==> src/rtl/cam_pkg.sv <==
// Shared definitions for the Wii IR camera poll controller: FSM states,
// I2C master command encodings and frame/init-table constants.
package cam_pkg;

    typedef enum logic [2:0] {
        ST_IDLE          = 3'd0,
        ST_CAM_RST       = 3'd1,
        ST_INIT_GAP_WAIT = 3'd2,
        ST_INIT_XFER     = 3'd3,
        ST_POLL_WAIT     = 3'd4,
        ST_PTR_XFER      = 3'd5,
        ST_RD_XFER       = 3'd6,
        ST_UPDATE        = 3'd7
    } state_t;

    localparam logic [1:0] OP_START = 2'd0;
    localparam logic [1:0] OP_WRITE = 2'd1;
    localparam logic [1:0] OP_READ  = 2'd2;
    localparam logic [1:0] OP_STOP  = 2'd3;

    localparam logic [7:0]  CAM_PTR_REG = 8'h36;
    localparam int unsigned FRAME_BYTES = 16;
    localparam int unsigned INIT_LEN    = 6;

    // Step numbering inside a transfer: 0 = START, 1 = address write, ...
    localparam logic [4:0] INIT_LAST_STEP = 5'd4;
    localparam logic [4:0] PTR_LAST_STEP  = 5'd3;
    localparam logic [4:0] RD_LAST_STEP   = 5'(FRAME_BYTES + 32'd2);

    // All-ones in the blob 0 bytes means the camera saw no blob.
    function automatic logic blob_present(input logic [7:0] b1,
                                          input logic [7:0] b2,
                                          input logic [7:0] b3);
        return !((b1 == 8'hFF) && (b2 == 8'hFF) && (b3 == 8'hFF));
    endfunction

endpackage

==> src/rtl/cam_init_rom.sv <==
// Combinational camera init table: entry index to {register, value}.
module cam_init_rom (
    input  logic [2:0] idx,
    output logic [7:0] reg_addr,
    output logic [7:0] val
);

    // Table lookup; unused indices return zeros.
    always_comb begin
        reg_addr = 8'h00;
        val      = 8'h00;
        case (idx)
            3'd0:    begin reg_addr = 8'h30; val = 8'h01; end
            3'd1:    begin reg_addr = 8'h30; val = 8'h08; end
            3'd2:    begin reg_addr = 8'h06; val = 8'h90; end
            3'd3:    begin reg_addr = 8'h08; val = 8'hC0; end
            3'd4:    begin reg_addr = 8'h1A; val = 8'h40; end
            3'd5:    begin reg_addr = 8'h33; val = 8'h33; end
            default: begin reg_addr = 8'h00; val = 8'h00; end
        endcase
    end

endmodule

==> src/rtl/cam_poll_ctrl.sv <==
// Wii IR camera sequencer: reset pulse, init writes, then periodic 16-byte
// frame reads through a byte-level I2C master; extracts blob 0 as x/y.
module cam_poll_ctrl
    import cam_pkg::*;
#(
    parameter logic [6:0]  I2C_ADDR     = 7'h58,
    parameter int unsigned RESET_CYCLES = 1000,
    parameter int unsigned INIT_GAP     = 1000,
    parameter int unsigned POLL_PERIOD  = 100000
) (
    input  logic       clk,
    input  logic       reset,
    input  logic       start,
    output logic       cam_reset,
    output logic       cmd_valid,
    input  logic       cmd_ready,
    output logic [1:0] cmd_op,
    output logic [7:0] cmd_data,
    input  logic       rsp_valid,
    input  logic [7:0] rsp_data,
    input  logic       rsp_nack,
    output logic [9:0] x,
    output logic [9:0] y,
    output logic       blob_valid,
    output logic       frame_strobe,
    output logic       busy,
    output logic       error
);

    state_t      state_r, state_s;
    logic [31:0] cnt_r, cnt_s;
    logic [31:0] poll_cnt_r, poll_cnt_s;
    logic [2:0]  idx_r, idx_s;
    logic [4:0]  step_r, step_s;
    logic        wait_rsp_r, wait_rsp_s;
    logic        cmd_valid_r, cmd_valid_s;
    logic [1:0]  cmd_op_r, cmd_op_s;
    logic [7:0]  cmd_data_r, cmd_data_s;
    logic [7:0]  b1_r, b1_s, b2_r, b2_s, b3_r, b3_s;
    logic [9:0]  x_r, x_s, y_r, y_s;
    logic        blob_valid_r, blob_valid_s;
    logic        frame_strobe_r, frame_strobe_s;
    logic        error_r, error_s;
    logic        cam_reset_r, cam_reset_s;
    logic        busy_r, busy_s;

    logic [7:0]  rom_reg_s, rom_val_s;
    logic [1:0]  step_op_s;
    logic [7:0]  step_data_s;
    logic [4:0]  last_step_s;
    logic        in_xfer_s, issue_s, rsp_fire_s;

    cam_init_rom u_rom (
        .idx      (idx_r),
        .reg_addr (rom_reg_s),
        .val      (rom_val_s)
    );

    // Command for the current step of the active transfer.
    always_comb begin
        step_op_s   = OP_STOP;
        step_data_s = 8'h00;
        last_step_s = 5'd0;
        case (state_r)
            ST_INIT_XFER: begin
                last_step_s = INIT_LAST_STEP;
                case (step_r)
                    5'd0:    begin step_op_s = OP_START; step_data_s = 8'h00; end
                    5'd1:    begin step_op_s = OP_WRITE; step_data_s = {I2C_ADDR, 1'b0}; end
                    5'd2:    begin step_op_s = OP_WRITE; step_data_s = rom_reg_s; end
                    5'd3:    begin step_op_s = OP_WRITE; step_data_s = rom_val_s; end
                    default: begin step_op_s = OP_STOP;  step_data_s = 8'h00; end
                endcase
            end
            ST_PTR_XFER: begin
                last_step_s = PTR_LAST_STEP;
                case (step_r)
                    5'd0:    begin step_op_s = OP_START; step_data_s = 8'h00; end
                    5'd1:    begin step_op_s = OP_WRITE; step_data_s = {I2C_ADDR, 1'b0}; end
                    5'd2:    begin step_op_s = OP_WRITE; step_data_s = CAM_PTR_REG; end
                    default: begin step_op_s = OP_STOP;  step_data_s = 8'h00; end
                endcase
            end
            ST_RD_XFER: begin
                last_step_s = RD_LAST_STEP;
                if (step_r == 5'd0) begin
                    step_op_s   = OP_START;
                    step_data_s = 8'h00;
                end else if (step_r == 5'd1) begin
                    step_op_s   = OP_WRITE;
                    step_data_s = {I2C_ADDR, 1'b1};
                end else if (step_r < RD_LAST_STEP) begin
                    // The final byte is NACKed to end the read burst.
                    step_op_s   = OP_READ;
                    step_data_s = {7'd0, (step_r == (RD_LAST_STEP - 5'd1))};
                end else begin
                    step_op_s   = OP_STOP;
                    step_data_s = 8'h00;
                end
            end
            default: begin
                step_op_s   = OP_STOP;
                step_data_s = 8'h00;
                last_step_s = 5'd0;
            end
        endcase
    end

    // Next-state, handshake, counter and output computation.
    always_comb begin
        state_s        = state_r;
        cnt_s          = cnt_r;
        poll_cnt_s     = poll_cnt_r;
        idx_s          = idx_r;
        step_s         = step_r;
        wait_rsp_s     = wait_rsp_r;
        cmd_valid_s    = cmd_valid_r;
        cmd_op_s       = cmd_op_r;
        cmd_data_s     = cmd_data_r;
        b1_s           = b1_r;
        b2_s           = b2_r;
        b3_s           = b3_r;
        x_s            = x_r;
        y_s            = y_r;
        blob_valid_s   = blob_valid_r;
        frame_strobe_s = 1'b0;
        error_s        = error_r;
        cam_reset_s    = cam_reset_r;

        in_xfer_s  = (state_r == ST_INIT_XFER) || (state_r == ST_PTR_XFER) ||
                     (state_r == ST_RD_XFER);
        issue_s    = in_xfer_s && !cmd_valid_r && !wait_rsp_r;
        rsp_fire_s = wait_rsp_r && rsp_valid;

        // One outstanding command: accept, then wait for its response.
        if (cmd_valid_r && cmd_ready) begin
            cmd_valid_s = 1'b0;
            wait_rsp_s  = 1'b1;
        end else if (rsp_fire_s) begin
            wait_rsp_s  = 1'b0;
        end else begin
            wait_rsp_s  = wait_rsp_r;
        end

        // The poll period keeps running through the transfers and wraps on overrun.
        if ((state_r == ST_POLL_WAIT) || (state_r == ST_PTR_XFER) ||
            (state_r == ST_RD_XFER) || (state_r == ST_UPDATE)) begin
            poll_cnt_s = (poll_cnt_r == (POLL_PERIOD - 32'd1)) ? 32'd0 : (poll_cnt_r + 32'd1);
        end else begin
            poll_cnt_s = poll_cnt_r;
        end

        case (state_r)
            ST_IDLE: begin
                if (start) begin
                    state_s     = ST_CAM_RST;
                    cnt_s       = 32'd0;
                    idx_s       = 3'd0;
                    step_s      = 5'd0;
                    error_s     = 1'b0;
                    cam_reset_s = 1'b0;
                end else begin
                    state_s     = ST_IDLE;
                end
            end
            ST_CAM_RST: begin
                if (cnt_r == (RESET_CYCLES - 32'd1)) begin
                    state_s     = ST_INIT_GAP_WAIT;
                    cnt_s       = 32'd0;
                    idx_s       = 3'd0;
                    cam_reset_s = 1'b1;
                end else begin
                    cnt_s       = cnt_r + 32'd1;
                end
            end
            ST_INIT_GAP_WAIT: begin
                if (cnt_r == (INIT_GAP - 32'd1)) begin
                    state_s = ST_INIT_XFER;
                    cnt_s   = 32'd0;
                    step_s  = 5'd0;
                end else begin
                    cnt_s   = cnt_r + 32'd1;
                end
            end
            ST_INIT_XFER, ST_PTR_XFER, ST_RD_XFER: begin
                if (issue_s) begin
                    cmd_valid_s = 1'b1;
                    cmd_op_s    = step_op_s;
                    cmd_data_s  = step_data_s;
                end else if (rsp_fire_s) begin
                    if ((cmd_op_r == OP_WRITE) && rsp_nack) begin
                        // Close the bus and give up; the host restarts with start.
                        cmd_valid_s = 1'b1;
                        cmd_op_s    = OP_STOP;
                        cmd_data_s  = 8'h00;
                        error_s     = 1'b1;
                        state_s     = ST_IDLE;
                        step_s      = 5'd0;
                    end else begin
                        if (state_r == ST_RD_XFER) begin
                            case (step_r)
                                5'd3:    b1_s = rsp_data;
                                5'd4:    b2_s = rsp_data;
                                5'd5:    b3_s = rsp_data;
                                default: b1_s = b1_r;
                            endcase
                        end else begin
                            b1_s = b1_r;
                        end
                        if (step_r != last_step_s) begin
                            step_s = step_r + 5'd1;
                        end else begin
                            step_s = 5'd0;
                            case (state_r)
                                ST_INIT_XFER: begin
                                    if (idx_r == 3'(INIT_LEN - 32'd1)) begin
                                        state_s    = ST_POLL_WAIT;
                                        poll_cnt_s = 32'd0;
                                    end else begin
                                        state_s    = ST_INIT_GAP_WAIT;
                                        idx_s      = idx_r + 3'd1;
                                        cnt_s      = 32'd0;
                                    end
                                end
                                ST_PTR_XFER: state_s = ST_RD_XFER;
                                default: begin
                                    state_s        = ST_UPDATE;
                                    frame_strobe_s = 1'b1;
                                    blob_valid_s   = blob_present(b1_r, b2_r, b3_r);
                                    if (blob_present(b1_r, b2_r, b3_r)) begin
                                        x_s = {b3_r[5:4], b1_r};
                                        y_s = {b3_r[7:6], b2_r};
                                    end else begin
                                        x_s = x_r;
                                        y_s = y_r;
                                    end
                                end
                            endcase
                        end
                    end
                end else begin
                    state_s = state_r;
                end
            end
            ST_POLL_WAIT: begin
                if (poll_cnt_r == (POLL_PERIOD - 32'd1)) begin
                    state_s    = ST_PTR_XFER;
                    step_s     = 5'd0;
                    poll_cnt_s = 32'd0;
                end else begin
                    state_s    = ST_POLL_WAIT;
                end
            end
            ST_UPDATE: state_s = ST_POLL_WAIT;
            default:   state_s = ST_IDLE;
        endcase

        busy_s = (state_s != ST_IDLE);
    end

    // State and output registers with synchronous reset.
    always_ff @(posedge clk) begin
        if (reset) begin
            state_r        <= ST_IDLE;
            cnt_r          <= 32'd0;
            poll_cnt_r     <= 32'd0;
            idx_r          <= 3'd0;
            step_r         <= 5'd0;
            wait_rsp_r     <= 1'b0;
            cmd_valid_r    <= 1'b0;
            cmd_op_r       <= 2'd0;
            cmd_data_r     <= 8'h00;
            b1_r           <= 8'h00;
            b2_r           <= 8'h00;
            b3_r           <= 8'h00;
            x_r            <= 10'd0;
            y_r            <= 10'd0;
            blob_valid_r   <= 1'b0;
            frame_strobe_r <= 1'b0;
            error_r        <= 1'b0;
            cam_reset_r    <= 1'b1;
            busy_r         <= 1'b0;
        end else begin
            state_r        <= state_s;
            cnt_r          <= cnt_s;
            poll_cnt_r     <= poll_cnt_s;
            idx_r          <= idx_s;
            step_r         <= step_s;
            wait_rsp_r     <= wait_rsp_s;
            cmd_valid_r    <= cmd_valid_s;
            cmd_op_r       <= cmd_op_s;
            cmd_data_r     <= cmd_data_s;
            b1_r           <= b1_s;
            b2_r           <= b2_s;
            b3_r           <= b3_s;
            x_r            <= x_s;
            y_r            <= y_s;
            blob_valid_r   <= blob_valid_s;
            frame_strobe_r <= frame_strobe_s;
            error_r        <= error_s;
            cam_reset_r    <= cam_reset_s;
            busy_r         <= busy_s;
        end
    end

    assign cam_reset    = cam_reset_r;
    assign cmd_valid    = cmd_valid_r;
    assign cmd_op       = cmd_op_r;
    assign cmd_data     = cmd_data_r;
    assign x            = x_r;
    assign y            = y_r;
    assign blob_valid   = blob_valid_r;
    assign frame_strobe = frame_strobe_r;
    assign busy         = busy_r;
    assign error        = error_r;

endmodule
==> config.mk <==
export PLATFORM = sky130hd
export DESIGN_NAME = cam_poll_ctrl
export DESIGN_NICKNAME = d
export VERILOG_FILES = /design/src/rtl/cam_pkg.sv /design/src/rtl/cam_init_rom.sv /design/src/rtl/cam_poll_ctrl.sv
export SDC_FILE = /design/constraint.sdc
export NUM_CORES = 1
export LEC_CHECK = 0
export BUFFER_PORTS_ARGS = -buffer_cell sky130_fd_sc_hd__clkbuf_2
export CAP_MARGIN = 10
export CELL_PAD_IN_SITES_DETAIL_PLACEMENT = 1
export CELL_PAD_IN_SITES_GLOBAL_PLACEMENT = 1
export CORE_ASPECT_RATIO = 0.9
export CORE_UTILIZATION = 38
export DETAILED_ROUTE_END_ITERATION = 12
export PLACE_DENSITY = 0.7
export SLEW_MARGIN = 20
export SYNTH_ARGS = -nofsm -noshare
export SYNTH_HDL_FRONTEND = slang
export SYNTH_SLANG_ARGS = --single-unit
==> constraint.sdc <==
create_clock -name clk -period 2.02 [get_ports clk]
set_input_delay 0.202 -clock clk [delete_from_list [all_inputs] [get_ports clk]]
set_output_delay 0.202 -clock clk [all_outputs]
set_load 0.03 [all_outputs]
==> results of run 1 <==
[through the flow]
step           setup WS [ns]  area, µm²   util  hold slack (ns)
3_5_place_dp          -0.378       8430  0.494            0.458
2_1_floorplan        -0.0745       6780      -            0.346
5_1_grt               -0.414       9830  0.576           0.0275
6_report              -0.325       9830  0.576           0.0181
3_3_place_gp          -0.225       8430  0.494            0.448
4_1_cts               -0.217       9640  0.565           0.0140
[cell type report]
cell class	count	area [µm²]	share of cell area
Multi-Input combinational cell	595	4200	0.427
Sequential cell	136	2750	0.280
Clock inverter	14	150	0.0153
Inverter	24	93.8	0.00954
Tap cell	235	294	0.0299
Timing Repair Buffer	238	1910	0.194
Clock buffer	18	439	0.0447
[state kept, by name, summed over array words and instances (netlist names), 3 cells and up]
| signal | cells |
|---|---|
| cnt_r | 32 |
| poll_cnt_r | 32 |
| x | 10 |
| y | 10 |
| b1_r | 8 |
| b2_r | 8 |
| b3_r | 8 |
| cmd_data | 8 |
| step_r | 5 |
| idx_r | 3 |
| state_r | 3 |
[how the worst max path moves through the flow]
stage | start | to | slack [ns] | depth (start not counted)
global placement | state_r[0]$_SDFF_PP0_ | cnt_r[30]$_SDFFE_PP0P_ | -0.22 | 6
global route | state_r[1]$_SDFF_PP0_ | cnt_r[29]$_SDFFE_PP0P_ | -0.41 | 7
finish | state_r[1]$_SDFF_PP0_ | cnt_r[27]$_SDFFE_PP0P_ | -0.33 | 7
CTS | cnt_r[9]$_SDFFE_PP0P_ | cnt_r[22]$_SDFFE_PP0P_ | -0.22 | 7
floorplan | state_r[0]$_SDFF_PP0_ | cnt_r[20]$_SDFFE_PP0P_ | -0.07 | 8
detailed placement | poll_cnt_r[1]$_SDFF_PP0_ | step_r[3]$_SDFFE_PP0P_ | -0.38 | 7
[timing repair]
item / in CTS / in global routing
setup endpoints to repair: 124 / 133
gates resized for setup: 93 / 43
hold endpoints to repair: 0 / 0
setup buffers: 20 / 2
pin swaps: 33 / 14
hold buffers: 0 / 0
cloned: 6 / 0
[worst max-delay path, delay by kind of cell (launching register included)]
kind,cells,cell delay (ns)
flops,1,0.40
buf+inv,1,0.17
compound gates,3,0.58
simple gates,3,1.11
[per-layer routing]
| layer | vias up | routed length, µm | global-route usage |
|---|---|---|---|
| met2 | 214 | 12700 | 0.486 |
| met1 | 3532 | 10500 | 0.329 |
| met3 | 59 | 1090 | 0.0613 |
| li1 | 3336 | - | - |
| met4 | 0 | 748 | 0.126 |
| met5 | - | 0 | 0 |
[cells in the mapped netlist (all sizes together), types with 8 or more instances]
cell    number
nand4       27
xor2        15
dfxtp      136
and3         9
xnor2       17
o31ai       15
nor2b        8
nand2       52
ha          11
nor2       124
buf         16
o21ai       29
nand3       29
a21oi       58
nor4        12
or4         18
clkbuf      21
mux2i       47
inv         24
nor3        15
or3         13
[cells in the final DEF, fill, tap and decap left out, types with 16 or more instances in the layout]
master and count:
dfxtp_1 120, nand4_1 27, nor2_1 115, a21oi_1 48, clkbuf_2 49, xnor2_1 16, inv_1 21, mux2i_1 47
buf_4 162, nand3_1 27, clkbuf_16 17, nand2_1 49, o21ai_0 19
[cell families after synthesis]
group | synth area share
AO/OA/AOI/OAI | 0.156
XOR/XNOR | 0.0429
adder cells (fa/ha/maj) | 0.0220
buffers and inverters | 0.0396
multiplexers | 0.0719
flip-flops | 0.406
AND/OR/NAND/NOR | 0.261
[where the power goes]
part           total [mW]  leakage, nW  internal (mW)  switching (mW)
registers            2.69         1.10           2.69         0.00934
clock network        3.15        0.282           1.78            1.37
logic               0.342         2.66          0.148           0.194
==> out/qor.yml, run 1 <==
outcome: "finished, violations left"
violations: "negative setup slack"
slew_headroom: 0.618
fp.dieArea_mm2: 0.0182
async_flop_share: 0
grt_setup_unrepaired: "true"
core_area_mm2: 0.0171
vias: 7141
setup_viol: 97
antenna_found_initial: 0
hold_viol_final: 0
power.density_mw_per_mm2: 629
cts_buffer_depth: 2
cpMaxStageDelayCell: "or4_1"
r2r_start: "state_r[1]$_SDFF_PP0_"
synth_largest_area_cell: "dfxtp_1"
avgSynthCellArea_um2: 8.46
reg2regPathDepth: 7
clk_latency_ns: 0.43
drive_gt1_frac: 0.366
dp.cells: 1201
grt_pass1_vias: 7607
gr-usage-all-layers: 0.280
min_period_over_period: 1.16
die_h_um: 128
clock_sinks: 136
path_cells: "buf_4 > or2_4 > o221ai_4 > nor4_1 > o21ai_0 > or4_1 > a21oi_1"
yosysTopAreaCellShare: 0.406
fin_skew_ns: 0.00871
vias_per_cell: 5.67
ctsHtreeMaxLevel: 4
antenna_cells: 0
ys_seq_area_frac: 0.406
grt_overflow: 0
synth_flop_cell: "dfxtp_1"
worst-setup-path-type: "reg -> reg"
setup-tns-final_ns: -17.24
area_growth_pct: 46.7
tightest_slew_ns: 0.573
worstPathArrival_ns: 2.70
worstHoldStart: "cmd_ready"
dp_hpwl_um: 15500
cts_made_buffers: 17
drt_iter0_markers: 384
hp-class: "in -> reg"
p_leak_nw: 4.05
drv_cap: 0
synth_fp_nets: 817
rows: 45
synth-edff-count: 0
grt_start_max_net_pins: 38
root_buffer: "clkbuf_16"
place_congestion: 0.856
antenna_left: 0
hold_depth: 3
peakVddDrop_mv: 0.599
firstDrtPassIters: 5
whs_endpoint: "wait_rsp_r$_SDFFE_PP0P_"
yosys-top-cells-area: "dfxtp_1, mux2i_1, nor2_1, a21oi_1, nand2_1"
port_buffers: 49
io_pins: 50
routedWlPerCell_um: 19.9
syn_area_mm2: 0.00670
start_kind: "register"
end_kind: "register"
dieWidth_um: 142
syn_inst: 792
slew_violations: 0
start_util: 0.393
fmax_ghz: 0.426
fin_nets: 1037
wl_um: 25100
slowest_delay_ns: 0.51
drc_errors: 0
final.min_clock_period_ns: 2.35
worst_slack_ns: -0.325
ys_types: 72
clkTransAtPathRegs_ns: 0.07
r2r_end: "cnt_r[27]$_SDFFE_PP0P_"
tritoncts: "built"
critPathRequiredTime_ns: 2.38
power_mw: 6.19
worstPathMaxFanout: 8
stdcell_count: 1260
ys.warnings.count: 0
yosys_register_bits: 136
r2r_slack_ns: -0.33
fill_cells: 2010
grt_pass1_wl_um: 39500
(Power assumes the default switching activity.)
==> inputs of run 2 (changes only) <==
--- a/config.mk
+++ b/config.mk
@@ -10,9 +10,10 @@
 export CELL_PAD_IN_SITES_DETAIL_PLACEMENT = 1
 export CELL_PAD_IN_SITES_GLOBAL_PLACEMENT = 1
 export CORE_ASPECT_RATIO = 0.9
-export CORE_UTILIZATION = 38
+export CORE_UTILIZATION = 41
 export DETAILED_ROUTE_END_ITERATION = 12
-export PLACE_DENSITY = 0.7
+export HOLD_SLACK_MARGIN = 0.12
+export PLACE_DENSITY = 0.74
 export SLEW_MARGIN = 20
 export SYNTH_ARGS = -nofsm -noshare
 export SYNTH_HDL_FRONTEND = slang
==> out/qor.yml, run 2 (synthesis results as in run 1) <==
cts_buffer_depth: 2  # unchanged
dp_hpwl_um: 15900  # +2.0%
vias_per_cell: 6.25  # +10%
grt_start_max_net_pins: 46  # +21%
dieWidth_um: 137  # -3.7%
final_cell_mix: "buf_4, dfxtp_1, nor2_1"
grt_pass1_vias: 8009  # +5.3%
start_kind: "register"
port_buffers: 49  # unchanged
hp-class: "in -> reg"
drt_iter0_markers: 634  # +65%
tightest_slew_ns: 0.550  # -0.0226 ns
critPathRequiredTime_ns: 2.35  # -0.03 ns
start_util: 0.427  # +0.0338
wl_um: 32000  # +28%
final_common_cell: "buf_4"
drv_cap: 0  # unchanged
grt_pass1_wl_um: 43600  # +10%
fp.dieArea_mm2: 0.0169  # -7.2%
intPower_mw: 4.72  # +2.2%
worst_slack_ns: -0.470  # -0.144 ns
timing.hold.ws_ns: 0.179  # +0.161 ns
place_congestion: 0.888  # +3.8%
post-route-util: 0.647  # +0.0710
clk_latency_ns: 0.46  # +0.03 ns
grt_overflow: 0  # unchanged
worst-setup-path-type: "reg -> reg"
drive_gt1_frac: 0.402  # +0.0357
rows: 43  # -4.4%
switching_share: 0.271  # +0.0161
antenna_cells: 0  # unchanged
stdcell_count: 1238  # -1.7%
fmax_ghz: 0.402  # -5.8%
worstPathArrival_ns: 2.82  # +0.12 ns
violations: "negative setup slack"
setup-tns-final_ns: -33.16  # -15.92 ns
peakVddDrop_mv: 0.651  # +8.7%
clock_sinks: 136  # unchanged
antenna_found_initial: 0  # unchanged
drc_errors: 0  # unchanged
power.density_mw_per_mm2: 636  # +1.0%
p_seq_frac: 0.416  # -0.019
hold_viol_final: 0  # unchanged
gr-usage-all-layers: 0.343  # +0.0638
dp.cells: 1165  # -3.0%
io_pins: 50  # unchanged
die_h_um: 123  # -3.7%
dp_slack_ns: -0.347  # +0.0307 ns
p_clk_frac: 0.529  # +0.020
outcome: "finished, violations left"
grt_setup_unrepaired: "true"
routedWlPerCell_um: 25.8  # +30%
ctsHtreeMaxLevel: 4  # unchanged
fin_skew_ns: 0.0165  # +0.00777 ns
seqCellArea_mm2: 0.00275  # about the same
comb_power_share: 0.055  # about the same
vias: 7733  # +8.3%
fin_nets: 1048  # +1.1%
p_leak_nw: 4.07  # +0.54%
setup_viol: 105  # +8.2%
cts_made_buffers: 17  # unchanged
multi_input_area_mm2: 0.00445  # +6.0%
root_buffer: "clkbuf_16"
slew_headroom: 0.633  # +0.0151
power_switching_mw: 1.75  # +11%
core_area_mm2: 0.0157  # -7.9%
firstDrtPassIters: 5  # unchanged
fill_cells: 1766  # -12%
area_growth_pct: 51.7
clkTransAtPathRegs_ns: 0.08  # about the same
slew_violations: 0  # unchanged
antenna_left: 0  # unchanged
tritoncts: "built"
end_kind: "register"
min_period_over_period: 1.23  # +0.0715
worstPathMaxFanout: 21  # +13
reg.largest.list: "cnt_r x32, poll_cnt_r x32"
final.min_clock_period_ns: 2.49  # +0.144 ns
run 2: cell types whose count changed in the layout (fill, tap and decap cells not counted), sizes merged:
cell	delta
dlygate4sd3	+10
clkinv	+4
buf	+1
bufinv	+1
clkinvlp	-4
clkbuf	-1
run 2: power by group through the flow:
stage          logic [mW]  clock network, mW  registers (mW)
3_5_place_dp        0.225                  0            2.76
5_1_grt             0.371               3.52            2.69
2_1_floorplan       0.118                  0            2.76
3_3_place_gp        0.216                  0            2.76
6_report            0.359               3.42            2.69
4_1_cts             0.307               3.34            2.70
run 2: area by class of cell:
type / count / share of cell area
Multi-Input combinational cell: 595 / 0.438
Inverter: 24 / 0.00886
Clock inverter: 15 / 0.0198
Timing Repair Buffer: 249 / 0.196
Tap cell: 202 / 0.0248
Clock buffer: 17 / 0.0418
Sequential cell: 136 / 0.271
run 2: metrics by stage:
step,instance area [µm²],power (mW)
after CTS,9760,6.35
after global placement,8340,2.97
after detailed placement,8340,2.98
after floorplan,6780,2.88
final,10200,6.47
after global routing,10200,6.58
run 2: layer usage:
layer  share of wire  GRT usage  vias up  wire, µm
met5               0          0        -         0
met4           0.055      0.186        0      1760
met3           0.062     0.0570      166      1980
met2            0.51      0.634      391     16300
met1            0.37      0.375     3823     11900
li1                -          -     3353         -
run 2: critical path, stage by stage, from the launching register on:
cell	delay, ns
dfxtp_4	0.38
and3b_2	0.27
o211ai_1	0.21
a221oi_4	0.45
buf_4	0.25
buf_6	0.12
o311ai_4	0.10
buf_12	0.20
mux2i_1	0.25
nor2_1	0.10
run 2: path summary, 6_finish.rpt:
kind | to | startpoint | cells past startpoint | slack (ns)
worst max-delay path | x[5]$_SDFFE_PP0P_ | state_r[2]$_SDFF_PP0_ | 9 | -0.47
worst min-delay path | state_r[2]$_SDFF_PP0_ | reset | 3 | 0.18
worst max register to register | x[5]$_SDFFE_PP0P_ | state_r[2]$_SDFF_PP0_ | 9 | -0.47
worst min register to register | y[5]$_SDFFE_PP0P_ | y[5]$_SDFFE_PP0P_ | 2 | 0.50
run 2: what timing repair did:
item	CTS	global route
cloned	4	0
hold buffers	10	0
gates resized for setup	120	80
setup endpoints to repair	112	131
setup buffers	18	15
pin swaps	49	27
endpoints found under the hold margin	23	0
==> inputs of run 3 (changes only) <==
--- a/config.mk
+++ b/config.mk
@@ -13,6 +13,7 @@
 export CORE_UTILIZATION = 41
 export DETAILED_ROUTE_END_ITERATION = 12
 export HOLD_SLACK_MARGIN = 0.12
+export MAX_ROUTING_LAYER = met4
 export PLACE_DENSITY = 0.74
 export SLEW_MARGIN = 20
 export SYNTH_ARGS = -nofsm -noshare
==> out/qor.yml, run 3 (synthesis results as in run 1) <==
multi_input_area_mm2: 0.00468  # +5.1%
ctsHtreeMaxLevel: 4  # unchanged
clk_latency_ns: 0.46  # about the same
drc_errors: 0  # unchanged
dieWidth_um: 137  # unchanged
fill_cells: 1713  # -3.0%
cts_buffer_depth: 2  # unchanged
worst-setup-path-type: "reg -> reg"
drv_cap: 0  # unchanged
slowest_delay_ns: 0.52  # +0.07 ns
setup-tns-final_ns: -32.19  # +0.968 ns
min_period_over_period: 1.25  # +0.0153
routedWlPerCell_um: 26.4  # +2.2%
wl_um: 32900  # +2.8%
p_leak_nw: 4.13  # +1.5%
worstPathArrival_ns: 2.88  # +0.06 ns
final_cell_mix: "buf_4, dfxtp_1, nor2_1"
vias_per_cell: 6.26  # +0.20%
tritoncts: "built"
slew_headroom: 0.579  # -0.0545
die_h_um: 123  # unchanged
grt_overflow: 0  # unchanged
start_kind: "register"
antenna_found_initial: 0  # unchanged
area_growth_pct: 56.0
antenna_left: 0  # unchanged
reg.largest.list: "cnt_r x32, poll_cnt_r x32"
grt_pass1_vias: 7509  # -6.2%
power.density_mw_per_mm2: 624  # -1.9%
outcome: "finished, violations left"
clock_sinks: 136  # unchanged
slew_violations: 0  # unchanged
fin_nets: 1055  # +0.67%
path_cells: "and3b_1 > o211ai_1 > a221oi_4 > buf_6 > or4b_4 > a31o_1 > o2111ai_1"
final.min_clock_period_ns: 2.52  # +0.0310 ns
grt_pass1_wl_um: 38400  # -12%
grt_setup_unrepaired: "true"
final_common_cell: "buf_4"
tightest_slew_ns: 0.632  # +0.0816 ns
peakVddDrop_mv: 0.929  # +43%
critPathRequiredTime_ns: 2.38  # +0.03 ns
worst_slack_ns: -0.501  # -0.0310 ns
cts_made_buffers: 17  # unchanged
root_buffer: "clkbuf_16"
hp-class: "in -> reg"
dp_slack_ns: -0.314  # +0.0333 ns
fmax_ghz: 0.397  # -1.2%
firstDrtPassIters: 5  # unchanged
antenna_cells: 0  # unchanged
r2r_slack_ns: -0.50  # -0.03 ns
violations: "negative setup slack"
grt_start_max_net_pins: 46  # unchanged
fin_skew_ns: 0.0127  # -0.00383 ns
place_congestion: 0.878  # -1.1%
end_kind: "register"
fp.dieArea_mm2: 0.0169  # unchanged
cpMaxStageDelayCell: "a221oi_4"
port_buffers: 49  # unchanged
setup_viol: 118  # +12%
rows: 43  # unchanged
drive_gt1_frac: 0.440  # +0.0385
io_pins: 50  # unchanged
clkTransAtPathRegs_ns: 0.07  # about the same
gr-usage-all-layers: 0.305  # -0.0386
hold_viol_final: 0  # unchanged
seqCellArea_mm2: 0.00275  # about the same
dp_hpwl_um: 15800  # -0.61%
start_util: 0.427  # unchanged
vias: 7792  # +0.76%
core_area_mm2: 0.0157  # unchanged
drt_iter0_markers: 548  # -14%
worstPathMaxFanout: 8  # -62%
[run 3: changes by cell type in the layout (fill, tap and decap cells not counted), moves of 4 or more]
| cell | change |
|---|---|
| a21oi_2 | -6 |
| o31ai_1 | -4 |
| nor2_4 | +24 |
| nor2_1 | -25 |
| dfxtp_2 | +8 |
| buf_4 | +7 |
| o31ai_2 | +4 |
| a21oi_1 | +4 |
| dfxtp_1 | -5 |
[run 3: final cells by class]
type	instances	share of cell area
clock buffers	17	0.0407
clock inverters	15	0.0193
inverters	24	0.00862
repair buffers	256	0.197
multi-input cells	595	0.447
well taps	202	0.0242
flip-flops and latches	136	0.263
[run 3: worst paths after layout]
| kind | start | end | cells after the start |
|---|---|---|---|
| max | state_r[2]$_SDFF_PP0_ | busy$_SDFF_PP0_ | 7 |
| min | reset | state_r[2]$_SDFF_PP0_ | 3 |
| max reg2reg | state_r[2]$_SDFF_PP0_ | busy$_SDFF_PP0_ | 7 |
| min reg2reg | blob_valid$_SDFFE_PP0P_ | blob_valid$_SDFFE_PP0P_ | 2 |
[run 3: timing repair]
action,4_1_cts,5_1_grt
resized for setup,62,188
setup endpoints to repair,125,108
hold endpoints to repair,22,0
buffers inserted,12,20
cloned,1,5
pin swaps,27,91
hold buffers,10,0
[run 3: per-stage QoR]
step	total power, mW	hold slack [ns]	std cells	area [µm²]	util
floorplan	2.88	0.346	792	6780	-
global placement	2.98	0.444	1168	8360	0.532
detailed placement	2.99	0.459	1168	8360	0.532
CTS	6.34	0.131	1221	9450	0.602
global route	6.63	0.223	1245	10500	0.665
finish	6.52	0.221	1245	10500	0.665
[run 3: worst max-delay path: cells and delay by family, from the launching register on]
family                 cells  cell delay, ns
AND/OR/NAND/NOR            2            0.75
buffers and inverters      1            0.22
AO/OA/AOI/OAI              4            1.06
flip-flops                 1            0.38
[run 3: per-layer routing]
layer  part of all wire  track usage
met1               0.38        0.340
met5                  0            -
met2               0.50        0.535
met3              0.054       0.0533
met4              0.062        0.135
[run 3: power breakdown]
part | internal, mW | leakage [nW] | switching, mW
logic | 0.141 | 2.72 | 0.228
clock network | 1.90 | 0.308 | 1.56
registers | 2.68 | 1.10 | 0.0103
total | 4.72 | 4.13 | 1.80
